File: src/rtl/instr_encoder_loader.sv
// Symbolic-instruction encoder and instruction-memory loader.
// Encodes mnemonic + fields into 32-bit MIPS words, writes them to sequential
// imem addresses and holds the core in reset (cpu_run=0) until loading completes.
//
// state  | meaning
// -------+---------------------------------------------------------------
// IDLE   | after reset, waiting for start
// LOAD   | accepting instructions, one write per accepted legal instruction
// DONE   | last instruction written, core released (cpu_run=1)
// ERR    | illegal op or overflow seen, core held, errors sticky until start
module instr_encoder_loader #(
    parameter int ADDR_W    = 6,
    parameter int BASE_ADDR = 0
) (
    input  logic              clk,
    input  logic              reset_n,
    input  logic              start,
    input  logic              in_valid,
    output logic              in_ready,
    input  logic [3:0]        in_op,
    input  logic [4:0]        in_rs,
    input  logic [4:0]        in_rt,
    input  logic [4:0]        in_rd,
    input  logic [25:0]       in_imm,
    input  logic              in_last,
    output logic              imem_we,
    output logic [ADDR_W-1:0] imem_addr,
    output logic [31:0]       imem_wdata,
    output logic [ADDR_W:0]   count,
    output logic              cpu_run,
    output logic              err_illegal,
    output logic              err_full
);

    localparam logic [ADDR_W-1:0] BASE     = BASE_ADDR[ADDR_W-1:0];
    localparam logic [ADDR_W:0]   CAPACITY = {1'b1, {ADDR_W{1'b0}}};
    localparam logic [ADDR_W:0]   ONE      = {{ADDR_W{1'b0}}, 1'b1};

    localparam logic [3:0] OP_ADD  = 4'd0;
    localparam logic [3:0] OP_SUB  = 4'd1;
    localparam logic [3:0] OP_AND  = 4'd2;
    localparam logic [3:0] OP_OR   = 4'd3;
    localparam logic [3:0] OP_SLT  = 4'd4;
    localparam logic [3:0] OP_JR   = 4'd5;
    localparam logic [3:0] OP_LW   = 4'd6;
    localparam logic [3:0] OP_SW   = 4'd7;
    localparam logic [3:0] OP_BEQ  = 4'd8;
    localparam logic [3:0] OP_ADDI = 4'd9;
    localparam logic [3:0] OP_ORI  = 4'd10;
    localparam logic [3:0] OP_LUI  = 4'd11;
    localparam logic [3:0] OP_J    = 4'd12;
    localparam logic [3:0] OP_JAL  = 4'd13;

    typedef enum logic [1:0] {
        S_IDLE = 2'd0,
        S_LOAD = 2'd1,
        S_DONE = 2'd2,
        S_ERR  = 2'd3
    } state_t;

    state_t      state;
    state_t      state_nxt;
    logic        pend_last;
    logic        full;
    logic        can_accept;
    logic        xfer;
    logic        load_enter;
    logic        set_illegal;
    logic        set_full;
    logic [31:0] enc_word;
    logic        enc_legal;

    assign full       = (count == CAPACITY);
    // No new instruction once memory is full or the final one is still in flight.
    assign can_accept = !full && !pend_last;
    assign xfer       = in_valid && in_ready;

    // Encode the presented fields into a MIPS word; imm bits are placed raw.
    always_comb begin
        enc_word  = 32'h0000_0000;
        enc_legal = 1'b1;
        case (in_op)
            OP_ADD:  enc_word = {6'b000000, in_rs, in_rt, in_rd, 5'b00000, 6'b100000};
            OP_SUB:  enc_word = {6'b000000, in_rs, in_rt, in_rd, 5'b00000, 6'b100010};
            OP_AND:  enc_word = {6'b000000, in_rs, in_rt, in_rd, 5'b00000, 6'b100100};
            OP_OR:   enc_word = {6'b000000, in_rs, in_rt, in_rd, 5'b00000, 6'b100101};
            OP_SLT:  enc_word = {6'b000000, in_rs, in_rt, in_rd, 5'b00000, 6'b101010};
            OP_JR:   enc_word = {6'b000000, in_rs, 15'b0, 6'b001000};
            OP_LW:   enc_word = {6'b100011, in_rs, in_rt, in_imm[15:0]};
            OP_SW:   enc_word = {6'b101011, in_rs, in_rt, in_imm[15:0]};
            OP_BEQ:  enc_word = {6'b000100, in_rs, in_rt, in_imm[15:0]};
            OP_ADDI: enc_word = {6'b001000, in_rs, in_rt, in_imm[15:0]};
            OP_ORI:  enc_word = {6'b001101, in_rs, in_rt, in_imm[15:0]};
            OP_LUI:  enc_word = {6'b001111, 5'b00000, in_rt, in_imm[15:0]};
            OP_J:    enc_word = {6'b000010, in_imm};
            OP_JAL:  enc_word = {6'b000011, in_imm};
            default: enc_legal = 1'b0;
        endcase
    end

    // State register.
    always_ff @(posedge clk or negedge reset_n) begin
        if (!reset_n) begin
            state <= S_IDLE;
        end else begin
            state <= state_nxt;
        end
    end

    // Next-state decode, handshake ready and error/entry strobes.
    always_comb begin
        state_nxt   = state;
        in_ready    = 1'b0;
        load_enter  = 1'b0;
        set_illegal = 1'b0;
        set_full    = 1'b0;
        case (state)
            S_IDLE, S_DONE, S_ERR: begin
                if (start) begin
                    state_nxt  = S_LOAD;
                    load_enter = 1'b1;
                end
            end
            S_LOAD: begin
                in_ready = can_accept;
                if (pend_last) begin
                    // Final write is on imem this cycle; release the core next.
                    state_nxt = S_DONE;
                end else if (in_valid && can_accept && !enc_legal) begin
                    set_illegal = 1'b1;
                    state_nxt   = S_ERR;
                end else if (in_valid && full) begin
                    set_full  = 1'b1;
                    state_nxt = S_ERR;
                end
            end
            default: state_nxt = S_IDLE;
        endcase
    end

    // Write pipeline, word counter, core-release flag and sticky errors.
    always_ff @(posedge clk or negedge reset_n) begin
        if (!reset_n) begin
            imem_we     <= 1'b0;
            imem_addr   <= BASE;
            imem_wdata  <= 32'h0000_0000;
            count       <= '0;
            cpu_run     <= 1'b0;
            err_illegal <= 1'b0;
            err_full    <= 1'b0;
            pend_last   <= 1'b0;
        end else begin
            imem_we <= 1'b0;
            if (load_enter) begin
                imem_addr   <= BASE;
                count       <= '0;
                cpu_run     <= 1'b0;
                err_illegal <= 1'b0;
                err_full    <= 1'b0;
                pend_last   <= 1'b0;
            end else begin
                if (xfer && enc_legal) begin
                    imem_we    <= 1'b1;
                    imem_addr  <= BASE + count[ADDR_W-1:0];
                    imem_wdata <= enc_word;
                    count      <= count + ONE;
                    pend_last  <= in_last;
                end
                if (state == S_LOAD && pend_last) begin
                    pend_last <= 1'b0;
                    cpu_run   <= 1'b1;
                end
                if (set_illegal) begin
                    err_illegal <= 1'b1;
                end
                if (set_full) begin
                    err_full <= 1'b1;
                end
            end
        end
    end

endmodule
File: config.mk
export PLATFORM = sky130hd
export DESIGN_NAME = instr_encoder_loader
export DESIGN_NICKNAME = d
export VERILOG_FILES = /design/src/rtl/instr_encoder_loader.sv
export SDC_FILE = /design/constraint.sdc
export NUM_CORES = 1
export LEC_CHECK = 0
export CAP_MARGIN = 20
export CORE_ASPECT_RATIO = 2
export CORE_MARGIN = 3
export CORE_UTILIZATION = 38
export CTS_BUF_LIST = sky130_fd_sc_hd__clkbuf_8 sky130_fd_sc_hd__clkbuf_16
export CTS_CLUSTER_DIAMETER = 150
export CTS_CLUSTER_SIZE = 20
export DETAILED_ROUTE_END_ITERATION = 12
export PLACE_DENSITY_LB_ADDON = 0.12
export SLEW_MARGIN = 20
export SYNTH_ARGS = -nofsm -noshare
export SYNTH_HDL_FRONTEND = slang
export SYNTH_SLANG_ARGS = --single-unit
File: constraint.sdc
create_clock -name clk -period 1.7 [get_ports clk]
set_input_delay 0.17 -clock clk [delete_from_list [all_inputs] [get_ports clk]]
set_output_delay 0.17 -clock clk [all_outputs]
set_load 0.005 [all_outputs]
==> summary.md <==
| Metric | Value |
|---|---|
| Max Clock Skew | 4.404 ps |
| Setup crit start kind | flip-flop |
| Outcome | finished with violations |
| Mean Syn Cell Area | 9.216 um2 |
| Drt drc | 0 |
| Initial Util | 0.3957 |
| Total internal power | 3.989 mW |
| Post-Route WL | 6928 um |
| Gate power share | 0.460 |
| Gpl congestion | 0.8165 |
| CTS tree | done |
| Max-Cap Viols | 0 |
| Core Box Area | 6056 um2 |
| Syn_nets | 312 |
| Vias per cell | 5.051 |
| Worst-path clk slew | 70 ps |
| Area share of the largest cell type after synthesis | 0.5326 |
| Worst-Skew Late Latency | 280 ps |
| Worst r2r src | count[0]$_DFFE_PN0P_ |
| Area used by multi-input combinational logic | 1206 um2 |
| Flop and latch count out of synthesis | 51 |
| CP max FO | 6 |
| IO buf count | 98 |
| Hold Vio Cnt, Final | 10 |
| Ports | 100 |
| Row count | 40 |
| Max-slew headroom | 0.5584 |
| Drt wl/cell | 14.77 um |
| Fillers | 504 |
| Overflow after GRT | 0 |
| Maximum clock path buffer count | 2 |
| Net switching power | 1.853 mW |
| Die area | 7352 um2 |
| Worst Setup SP | count[0]$_DFFE_PN0P_ |
| R2r setup slk | 20 ps |
| Largest net degree at the start of global routing | 52 |
| Min Tclk post-route | 1678 ps |
| Crit path kind | flip-flop to flip-flop |
| DRT Pass-1 Iters | 4 |
| Sequential fraction of design power | 0.341 |
| Post-route ant nets | 0 |
| Yosys cell types | 36 |
| Cells after Synth | 260 |
| Leakage | 1.793 nW |
| Worst Setup EP | count[6]$_DFFE_PN0P_ |
| Top_reg_cell synth | dfrtp_1 |
| Post-Syn Area | 2396 um2 |
| Clock Power Share | 0.199 |
| Initial antenna violation count | 0 |
| Fin crit share | 0.9873 |
| Vias after detailed routing | 2369 |
| CTS root buf | clkbuf_16 |
| WP data required | 1920 ps |
| Register Area | 1276 um2 |
| Failing checks | negative hold slack |
| Switching Share | 0.3172 |
| Finish-stage setup viols | 0 |
| Tot GR Track Use | 0.1974 |
| Ys Warns | 0 |
| RSZ-0062 raised after global routing | true |
| Ys async rst share | 1.000 |
| Post-DP HPWL | 5122 um |
| Cell taking the most area after synthesis | dfrtp_1 |
| Fmax achieved | 595.8 MHz |
| Placed cells | 458 |
| Ranking of synthesized cells by area | dfrtp_1 53%, nand2_1 6.9%, a221oi_1 5.8%, nor2_1 5.6%, nand3_1 5.2% |
| Nets | 436 |
| EDFF count, synth | 0 |
| Seq/Total Area, Yosys | 0.5326 |
| Reg2reg path depth | 6 |
| Initial drt markers | 128 |
| Post-synth top cells | 51 x dfrtp_1, 44 x nand2_1, 36 x nor2_1 |
| Vias in the first global route | 2410 |
| Most numerous cell in the Yosys netlist | dfrtp_1 |
| Setup crit end kind | flip-flop |
| Hold slack | -10.48 ps |
| End of the worst register-to-register path | count[6]$_DFFE_PN0P_ |
| Die H | 118.3 um |
| Worst-margin pin slew | 662.4 ps |
| Area Overhead vs Synth | 69.66% |
| Hold crit path type | input port to async pin |
| Die W | 62.15 um |
| CTS Sinks | 51 |
| Crit path DAT | 1900 ps |
| CTS Buf Count | 5 |
| CTS H-tree depth | 2 |
| First-pass GRT wire length | 11790 um |
| Fin. max-slew vios | 0 |
| Max rail drop VDD | 0.0008832 V |
| Power per Cell Area | 1437 nW/um2 |
| Layout cells sized above 1 | 0.2078 |
| Fin cells | 469 |
| N_diodes | 0 |
## sequential cells by signal (all words and copies together), names as in the netlist
signal,count
count,7
cpu_run,1
err_full,1
err_illegal,1
imem_addr,6
imem_wdata,31
imem_we,1
pend_last,1
state,2
## per-layer routing
metal,global-route usage,wire length [um]
met5,0,0
met4,0.06925,142
met3,0.03042,227
met2,0.3743,3972
met1,0.2180,2586
## final cells by class
class	instances	area share
timing repair buffer	134	0.3161
sequential	51	0.3139
multi-input combinational	187	0.2967
clock buffer	6	0.03416
tap	84	0.02585
clock inverter	2	0.008618
inverter	5	0.004617
## worst max-delay path, stage by stage (launching register included)
cell and delay (ps):
dfrtp_1 360, inv_2 60, ha_4 150, and2_4 140
a211o_4 360, or4_4 420, a21oi_2 120
## power by group through the flow
stage	clock network, mW	registers, mW	logic (mW)
after floorplan	0	2.03	1.03
after global placement	0	1.99	2.57
after detailed placement	0	2.00	2.61
after CTS	1.19	1.99	2.66
after global routing	1.23	2.06	2.98
final	1.16	1.99	2.69
## logic make-up after synthesis
| group | share of synthesized area |
|---|---|
| AOI/OAI and AO/OA | 0.1556 |
| xor gates and xnor gates | 0.007312 |
| adders and majority gates | 0.01044 |
| buffers and inverters | 0.04543 |
| DFF | 0.5326 |
| muxes | 0.01253 |
| other | 0.001565 |
| and+or+nand+nor | 0.2345 |
## cell usage in the layout (no fill, tap or decap), types with 4 or more instances in the layout
cell / instances
clkdlybuf4s50_1: 96
dfrtp_1: 51
nand2_1: 44
nor2_1: 36
buf_4: 30
nand3_1: 25
a221oi_2: 16
o21ai_0: 12
a21oi_1: 6
nor2b_1: 5
clkbuf_16: 5
a21o_1: 4
## repair_timing
action | in CTS | in global routing
hold buffers | 0 | 0
hold endpoints to repair | 0 | 0
endpoints found under the setup margin | 30 | 32
cloned | 1 | 0
buffers inserted | 1 | 1
resized for setup | 9 | 15
pin swaps | 3 | 1
## worst min path at each step
stage / startpoint / endpoint / depth (start not counted)
after floorplan: reset_n / count[0]$_DFFE_PN0P_ / 0
after global placement: reset_n / imem_addr[5]$_DFFE_PN0P_ / 2
after detailed placement: reset_n / imem_addr[5]$_DFFE_PN0P_ / 2
after CTS: reset_n / imem_addr[5]$_DFFE_PN0P_ / 2
after global routing: reset_n / imem_addr[5]$_DFFE_PN0P_ / 2
final: reset_n / imem_addr[5]$_DFFE_PN0P_ / 2
## stage by stage
| step | setup TNS [ps] | setup WS [ps] | power, mW | utilization | cell area (um2) |
|---|---|---|---|---|---|
| floorplan | 0 | 2.957 | 3.059 | - | 2521 |
| global placement | -3534 | -142.9 | 4.560 | 0.6231 | 3774 |
| detailed placement | -4054 | -171.8 | 4.609 | 0.6231 | 3774 |
| CTS | 0 | 0.7763 | 5.838 | 0.6593 | 3993 |
| global route | -356.1 | -76.56 | 6.274 | 0.6713 | 4065 |
| finish | 0 | 21.60 | 5.842 | 0.6713 | 4065 |
Power figures use the tool's default switching activity.
